File: src/rtl/fetch_unit_if.sv
// Fetch unit bus bundle: instruction-memory request/response channel, execute
// redirect input and the decode-facing output handshake.
//   master : fetch unit view (drives requests and decode outputs)
//   slave  : environment view (memory, execute and decode side)
interface fetch_unit_if #(
  parameter int unsigned XLEN        = 32,
  parameter int unsigned INSTR_WIDTH = 32
);
  logic                   imem_req_valid;
  logic                   imem_req_ready;
  logic [XLEN-1:0]        imem_req_addr;
  logic                   imem_resp_valid;
  logic [INSTR_WIDTH-1:0] imem_resp_data;
  logic                   redirect_valid;
  logic [XLEN-1:0]        redirect_pc;
  logic                   out_valid;
  logic                   out_ready;
  logic [INSTR_WIDTH-1:0] out_instr;
  logic [XLEN-1:0]        out_pc;
  logic [6:0]             out_opcode;
  logic [2:0]             out_funct3;
  logic [11:0]            out_i_imm;

  modport master (
    output imem_req_valid, imem_req_addr,
    input  imem_req_ready, imem_resp_valid, imem_resp_data,
    input  redirect_valid, redirect_pc,
    output out_valid, out_instr, out_pc, out_opcode, out_funct3, out_i_imm,
    input  out_ready
  );

  modport slave (
    input  imem_req_valid, imem_req_addr,
    output imem_req_ready, imem_resp_valid, imem_resp_data,
    output redirect_valid, redirect_pc,
    input  out_valid, out_instr, out_pc, out_opcode, out_funct3, out_i_imm,
    output out_ready
  );
endinterface

File: src/rtl/fetch_unit.sv
// Instruction fetch stage. Holds the PC, issues one instruction-memory read at a
// time, buffers the returned word and hands it (with its PC and pre-sliced decode
// fields) to decode over a valid/ready handshake. Execute redirects squash any
// stale in-flight or held instruction.
// Ports:
//   clk  : clock, rising edge
//   rst  : synchronous active-high reset
//   bus  : fetch_unit_if.master (imem request/response, redirect, decode output)
module fetch_unit #(
  parameter int unsigned     XLEN        = 32,
  parameter int unsigned     INSTR_WIDTH = 32,
  parameter logic [XLEN-1:0] RESET_PC    = '0
) (
  input  logic          clk,
  input  logic          rst,
  fetch_unit_if.master  bus
);

  typedef enum logic [1:0] {StReq, StWait, StHold} state_e;

  state_e                 r_state, w_state_d;
  logic [XLEN-1:0]        r_pc, w_pc_d;
  logic [XLEN-1:0]        r_inflight_pc, w_inflight_pc_d;
  logic                   r_squash, w_squash_d;
  logic                   r_hold_valid, w_hold_valid_d;
  logic [INSTR_WIDTH-1:0] r_out_instr, w_out_instr_d;
  logic [XLEN-1:0]        r_out_pc, w_out_pc_d;
  logic [XLEN-1:0]        w_redir_pc;

  // Targets are always word aligned.
  assign w_redir_pc = {bus.redirect_pc[XLEN-1:2], 2'b00};

  always_comb begin
    w_state_d       = r_state;
    w_pc_d          = r_pc;
    w_inflight_pc_d = r_inflight_pc;
    w_squash_d      = r_squash;
    w_hold_valid_d  = r_hold_valid;
    w_out_instr_d   = r_out_instr;
    w_out_pc_d      = r_out_pc;
    unique case (r_state)
      StReq: begin
        if (bus.redirect_valid) begin
          w_pc_d = w_redir_pc;
        end else if (bus.imem_req_ready) begin
          w_inflight_pc_d = r_pc;
          w_state_d       = StWait;
        end
      end
      StWait: begin
        if (bus.imem_resp_valid) begin
          if (!r_squash && !bus.redirect_valid) begin
            w_out_instr_d  = bus.imem_resp_data;
            w_out_pc_d     = r_inflight_pc;
            w_hold_valid_d = 1'b1;
            w_pc_d         = r_inflight_pc + XLEN'(4);
            w_state_d      = StHold;
          end else begin
            // Stale response: drop it and refetch from the (possibly new) pc.
            w_squash_d = 1'b0;
            w_state_d  = StReq;
            if (bus.redirect_valid) w_pc_d = w_redir_pc;
          end
        end else if (bus.redirect_valid) begin
          // Must still absorb the outstanding response before refetching.
          w_pc_d     = w_redir_pc;
          w_squash_d = 1'b1;
        end
      end
      StHold: begin
        if (bus.redirect_valid) begin
          w_hold_valid_d = 1'b0;
          w_pc_d         = w_redir_pc;
          w_state_d      = StReq;
        end else if (bus.out_ready) begin
          w_hold_valid_d = 1'b0;
          w_state_d      = StReq;
        end
      end
      default: w_state_d = StReq;
    endcase
  end

  always_ff @(posedge clk) begin
    if (rst) begin
      r_state       <= StReq;
      r_pc          <= RESET_PC;
      r_inflight_pc <= '0;
      r_squash      <= 1'b0;
      r_hold_valid  <= 1'b0;
      r_out_instr   <= '0;
      r_out_pc      <= '0;
    end else begin
      r_state       <= w_state_d;
      r_pc          <= w_pc_d;
      r_inflight_pc <= w_inflight_pc_d;
      r_squash      <= w_squash_d;
      r_hold_valid  <= w_hold_valid_d;
      r_out_instr   <= w_out_instr_d;
      r_out_pc      <= w_out_pc_d;
    end
  end

  assign bus.imem_req_valid = (r_state == StReq) & ~bus.redirect_valid & ~rst;
  assign bus.imem_req_addr  = r_pc;
  // A redirect cycle is never a decode transfer.
  assign bus.out_valid      = r_hold_valid & ~bus.redirect_valid & ~rst;
  assign bus.out_instr      = r_out_instr;
  assign bus.out_pc         = r_out_pc;
  assign bus.out_opcode     = r_out_instr[6:0];
  assign bus.out_funct3     = r_out_instr[14:12];
  assign bus.out_i_imm      = r_out_instr[31:20];

endmodule

File: src/flat_wrapper.sv
// flat-port wrapper written by rule: the top's interface ports become plain ports
module fetch_unit_flat 
#(
  parameter int unsigned     XLEN        = 32,
  parameter int unsigned     INSTR_WIDTH = 32,
  parameter logic [XLEN-1:0] RESET_PC    = '0
)
  (clk, rst, bus_imem_req_valid, bus_imem_req_addr, bus_imem_req_ready, bus_imem_resp_valid, bus_imem_resp_data, bus_redirect_valid, bus_redirect_pc, bus_out_valid, bus_out_instr, bus_out_pc, bus_out_opcode, bus_out_funct3, bus_out_i_imm, bus_out_ready);
  fetch_unit_if #(.XLEN(XLEN), .INSTR_WIDTH(INSTR_WIDTH)) bus_i ();
  input  logic clk;
  input  logic rst;
  output wire logic [$bits(bus_i.imem_req_valid)-1:0] bus_imem_req_valid;
  output wire logic [$bits(bus_i.imem_req_addr)-1:0] bus_imem_req_addr;
  input wire logic [$bits(bus_i.imem_req_ready)-1:0] bus_imem_req_ready;
  input wire logic [$bits(bus_i.imem_resp_valid)-1:0] bus_imem_resp_valid;
  input wire logic [$bits(bus_i.imem_resp_data)-1:0] bus_imem_resp_data;
  input wire logic [$bits(bus_i.redirect_valid)-1:0] bus_redirect_valid;
  input wire logic [$bits(bus_i.redirect_pc)-1:0] bus_redirect_pc;
  output wire logic [$bits(bus_i.out_valid)-1:0] bus_out_valid;
  output wire logic [$bits(bus_i.out_instr)-1:0] bus_out_instr;
  output wire logic [$bits(bus_i.out_pc)-1:0] bus_out_pc;
  output wire logic [$bits(bus_i.out_opcode)-1:0] bus_out_opcode;
  output wire logic [$bits(bus_i.out_funct3)-1:0] bus_out_funct3;
  output wire logic [$bits(bus_i.out_i_imm)-1:0] bus_out_i_imm;
  input wire logic [$bits(bus_i.out_ready)-1:0] bus_out_ready;
  assign bus_imem_req_valid = bus_i.imem_req_valid;
  assign bus_imem_req_addr = bus_i.imem_req_addr;
  assign bus_i.imem_req_ready = bus_imem_req_ready;
  assign bus_i.imem_resp_valid = bus_imem_resp_valid;
  assign bus_i.imem_resp_data = bus_imem_resp_data;
  assign bus_i.redirect_valid = bus_redirect_valid;
  assign bus_i.redirect_pc = bus_redirect_pc;
  assign bus_out_valid = bus_i.out_valid;
  assign bus_out_instr = bus_i.out_instr;
  assign bus_out_pc = bus_i.out_pc;
  assign bus_out_opcode = bus_i.out_opcode;
  assign bus_out_funct3 = bus_i.out_funct3;
  assign bus_out_i_imm = bus_i.out_i_imm;
  assign bus_i.out_ready = bus_out_ready;
  fetch_unit #(.XLEN(XLEN), .INSTR_WIDTH(INSTR_WIDTH), .RESET_PC(RESET_PC)) u_core (.clk(clk), .rst(rst), .bus(bus_i));
endmodule
File: config.mk
export PLATFORM = sky130hd
export DESIGN_NAME = fetch_unit_flat
export DESIGN_NICKNAME = d
export VERILOG_FILES = /design/src/rtl/fetch_unit_if.sv /design/src/rtl/fetch_unit.sv /design/src/flat_wrapper.sv
export SDC_FILE = /design/constraint.sdc
export NUM_CORES = 1
export LEC_CHECK = 0
export CAP_MARGIN = 30
export CORE_MARGIN = 8
export CORE_UTILIZATION = 46
export DETAILED_ROUTE_END_ITERATION = 8
export PLACE_DENSITY = 0.82
export SETUP_SLACK_MARGIN = 0.02
export SYNTH_ARGS = -nofsm -noshare
export SYNTH_HDL_FRONTEND = slang
export SYNTH_SLANG_ARGS = --single-unit
File: constraint.sdc
create_clock -name clk -period 2.4 [get_ports clk]
set_clock_uncertainty 0.15 [all_clocks]
set_input_delay 0.72 -clock clk [delete_from_list [all_inputs] [get_ports clk]]
set_output_delay 0.72 -clock clk [all_outputs]
set_load 0.005 [all_outputs]
# Word-level counts from Yosys, hierarchy flattened
# Index checks and enable logic that the tools add are counted.
# op_classes
bitwise_logic,6
n_reduce_logical,13
eq_ne,8
add_sub_neg,1
mux,19
# op_table
cell,count
$mux 32,3
$pmux 32 s2,1
$add 32x3->32 const B,1
$mux 2,6
$reduce_and 3->1,3
$ne 2x2->1 const B,4
$reduce_and 4->1,2
$mux 1,7
$pmux 2 s3,1
$reduce_bool 2->1,3
$and 1x1->1,4
$ne 3x3->1 const B,1
$eq 2x1->1 const B,1
$eq 2x2->1 const B,1
$logic_not 1->1,2
$logic_not 2->1,1
$ne 2x1->1 const B,1
$not 1->1,2
$pmux 1 s2,1
$reduce_or 2->1,1
$logic_and 1x1->1,1
# totals
register_bits,132
word_cells,54
out_inout_bits,120
in_bits,70

# Longest topological paths before layout
# logic_depth
ltp_word,5
ltp_mapped,8
mapped_depth_nobuf,6

# Least setup slack after synthesis
# Ideal clock, no wire load.
# synth_timing
kind,input to output
startpoint,input port bus_redirect_valid
endpoint,output port bus_imem_req_valid
path_slack_ns,0.142
required_ns,1.530
cell_stages,3
arrival_time_ns,1.388
path_buffers,2
path_cell_list,clkbuf_1 clkbuf_1 nor4_1
# synth_between
elab_chain_len,3
# synth_rtl
item,line,rtl
start: declaration,flat_wrapper.sv:17,input wire logic [$bits(bus_i.redirect_valid)-1:0] bus_redirect_valid;
$not 1->1 (no line),n/a,
$and 1x1->1 (2 in series),fetch_unit.sv:104,assign bus.imem_req_valid = (r_state == StReq) & ~bus.redirect_valid & ~rst;
end: declaration,flat_wrapper.sv:12,output wire logic [$bits(bus_i.imem_req_valid)-1:0] bus_imem_req_valid;
# No other way between the ends.

# Worst setup path in the final report
# layout_timing
startpoint,input port bus_redirect_valid
endpoint,output port bus_out_valid
# layout_between
elab_chain_len,3
# layout_rtl
item,line,rtl
$not 1->1 (no line),n/a,
$and 1x1->1 (2 in series),fetch_unit.sv:107,assign bus.out_valid = r_hold_valid & ~bus.redirect_valid & ~rst;
end: declaration,flat_wrapper.sv:19,output wire logic [$bits(bus_i.out_valid)-1:0] bus_out_valid;
# No other way between the ends.

==> reports/results.ini <==
[route]
viasPerCell = 5.40
routed-via-count = 5666
drt_wl_total_mm = 17.7
drt_iter0_drc = 402
first_pass_iters = 5
route.detailed.drc = 0
wl_per_cell_um = 16.9
ant_nets = 0

[synthesis]
netlist_instances = 713
ys.flop_type = dfxtp_1
ys_types = 51
synthArstFlopShare_pct = 0
yosysWarnings = 0
netlist_area_um2 = 5630
synth_area_per_cell_um2 = 7.89
syn_nets = 784
synth_edf_count = 0
ys_seq_elements = 132
ys_seq_area_share_pct = 47.0

[cells_and_area]
mostFrequentLayoutCells = nand2_1 (213), clkdlybuf4s50_1 (183), dfxtp_1 (132)
nets = 959
utilization_pct = 69.9
layout_commonest_cell = nand2_1
layout-drive-gt1-share_pct = 10.2
fill_cells = 962
area_growth_pct = 48.6
final_area_um2 = 8360

[floorplan]
start_util_pct = 47.0
pin_count = 190
die_y_um = 127
die-area_um2 = 16000
fp.dieW_um = 127
core_um2 = 12000
rows = 40

[pwr]
ir_drop_mv = 0.544
power.leakage_uw = 0.00295
p_per_area_nw_per_um2 = 684

[cts]
h-tree-depth = 4
clock_path_buffers = 2
cts-buffers-inserted = 17
clk_latency_ns = 0.42
clk_pin_slew_worst_paths_ns = 0.05
cts_tree = yes
cts.sinks = 132
cts-root-buf = clkbuf_16
post_cts_buffers = 0

[sta]
max_slew_margin_pct = 39.1
setup_viol = 0
hold_viol = 0
fin_hold_ws_ns = 0.302
tightest_slew_ns = 0.913
fin_crit_ns = 2.37
maxSlewViolCount = 0
rsz0062_at_grt = false
fin_crit_sh_pct = 98.7
setup_ws_ns = 0.0301
fmax_ghz = 0.422

[worst_setup_path]
critPathRequiredTime_ns = 1.53
crit_arrival_ns = 1.50
crit_path_end_kind = output port
path_class = primary input to output port
crit_fanout = 4
start_kind = primary input

[grt]
grt.overflow.total = 0
grt_pass1_vias = 5407
grt_pass1_wl_mm = 27.6
grt_max_degree = 87
antenna_found_initial = 1
grt_usage_pct = 21.6

[min_path]
hp-class = flip-flop to flip-flop

[placement]
place_area_um2 = 7690
port_buffers = 187
hpwlAfterDp_mm = 12.6
dp_slack_ns = -0.652
routabilityCongestion = 0.872

[outcome]
status = finished clean

[job]
maxCapViolCount = 0

## state kept, by name (all words and copies together), names as in the netlist
name,count
u_core.bus.imem_req_addr,32
u_core.bus.out_instr,32
u_core.bus.out_pc,32
u_core.r_inflight_pc,32
u_core.r_state,2
u_core.r_hold_valid,1
u_core.r_squash,1
## Yosys cell counts, drive strengths merged, types with 2 or more instances
cell type	n	share of area (%)
nand2	213	14
dfxtp	132	47
a21oi	119	11
buf	43	4.8
clkbuf	34	2.3
nor2	22	1.5
xor2	20	3.1
o221ai	15	2.3
nand3	13	1.2
o21ai	12	1.1
nand4	11	1.6
nor3	9	0.80
nor4	7	1.4
o22ai	7	0.78
a22oi	6	0.80
and2	6	0.67
o21a	5	0.67
and3	4	0.44
nor2b	4	0.44
xnor2	4	0.62
and4	3	0.49
inv	3	0.20
o211ai	2	0.27
## critical path, stage by stage
cell and delay (ns):
dlygate4sd2_1 0.29, nor3b_2 0.25, clkdlybuf4s15_1 0.24
## worst paths after layout
check,startpoint,end,slack [ns],cells past startpoint
setup / recovery,bus_redirect_valid,bus_out_valid,0.03,3
hold / removal,u_core.bus.out_pc[7]$_SDFFE_PP0P_,u_core.bus.out_pc[7]$_SDFFE_PP0P_,0.30,2
setup reg to reg,u_core.r_inflight_pc[2]$_SDFFE_PP0P_,u_core.bus.imem_req_addr[28]$_SDFFE_PP0P_,0.34,6
hold reg to reg,u_core.bus.out_pc[7]$_SDFFE_PP0P_,u_core.bus.out_pc[7]$_SDFFE_PP0P_,0.30,2
## cell families (layout without fill, tap and decap cells)
| group | count (synthesis) | in the layout | synth area share (%) |
|---|---|---|---|
| buffers and inverters | 81 | 269 | 7.38 |
| AO/OA/AOI/OAI | 176 | 176 | 18.0 |
| flip-flops | 132 | 132 | 47.0 |
| other | 0 | 1 | 0 |
| XOR/XNOR | 24 | 24 | 3.74 |
| adder cells (fa/ha/maj) | 1 | 1 | 0.222 |
| AND/OR/NAND/NOR | 299 | 299 | 23.7 |
## layout make-up
class,instances,area (um2),area share [%]
sequential,132,2640,31.6
multi-input combinational,500,2590,30.9
timing repair buffer,233,2270,27.2
clock buffer,23,488,5.84
tap,147,184,2.20
clock inverter,9,173,2.06
inverter,4,15.0,0.180
antenna,1,2.50,0.0299
## stage by stage
stage                     setup TNS (ns)  total power, uW  instances
after floorplan                        0             2560        713
after global placement             -9.44             2870       1016
after detailed placement          -13.05             2880       1016
after CTS                              0             5760       1048
after global routing                   0             5900       1049
final                                  0             5720       1049
## per-layer routing
layer	part of all wire (%)	global-route usage, %
met2	50	37.0
met4	2.5	9.77
met3	7.2	6.03
met1	40	24.5
met5	0	0
## power breakdown
group	leakage (uW)	internal, uW	switching [uW]
Sequential	0.00107	2260	63.7
Clock	0.000323	1950	930
Combinational	0.00156	292	228
Total	0.00295	4500	1220
## repair_timing
item	CTS	global route
hold buffers	0	0
gates cloned	0	0
setup endpoints to repair	2	2
gates resized for setup	7	2
pin swaps	2	2
(Power assumes the default switching activity.)
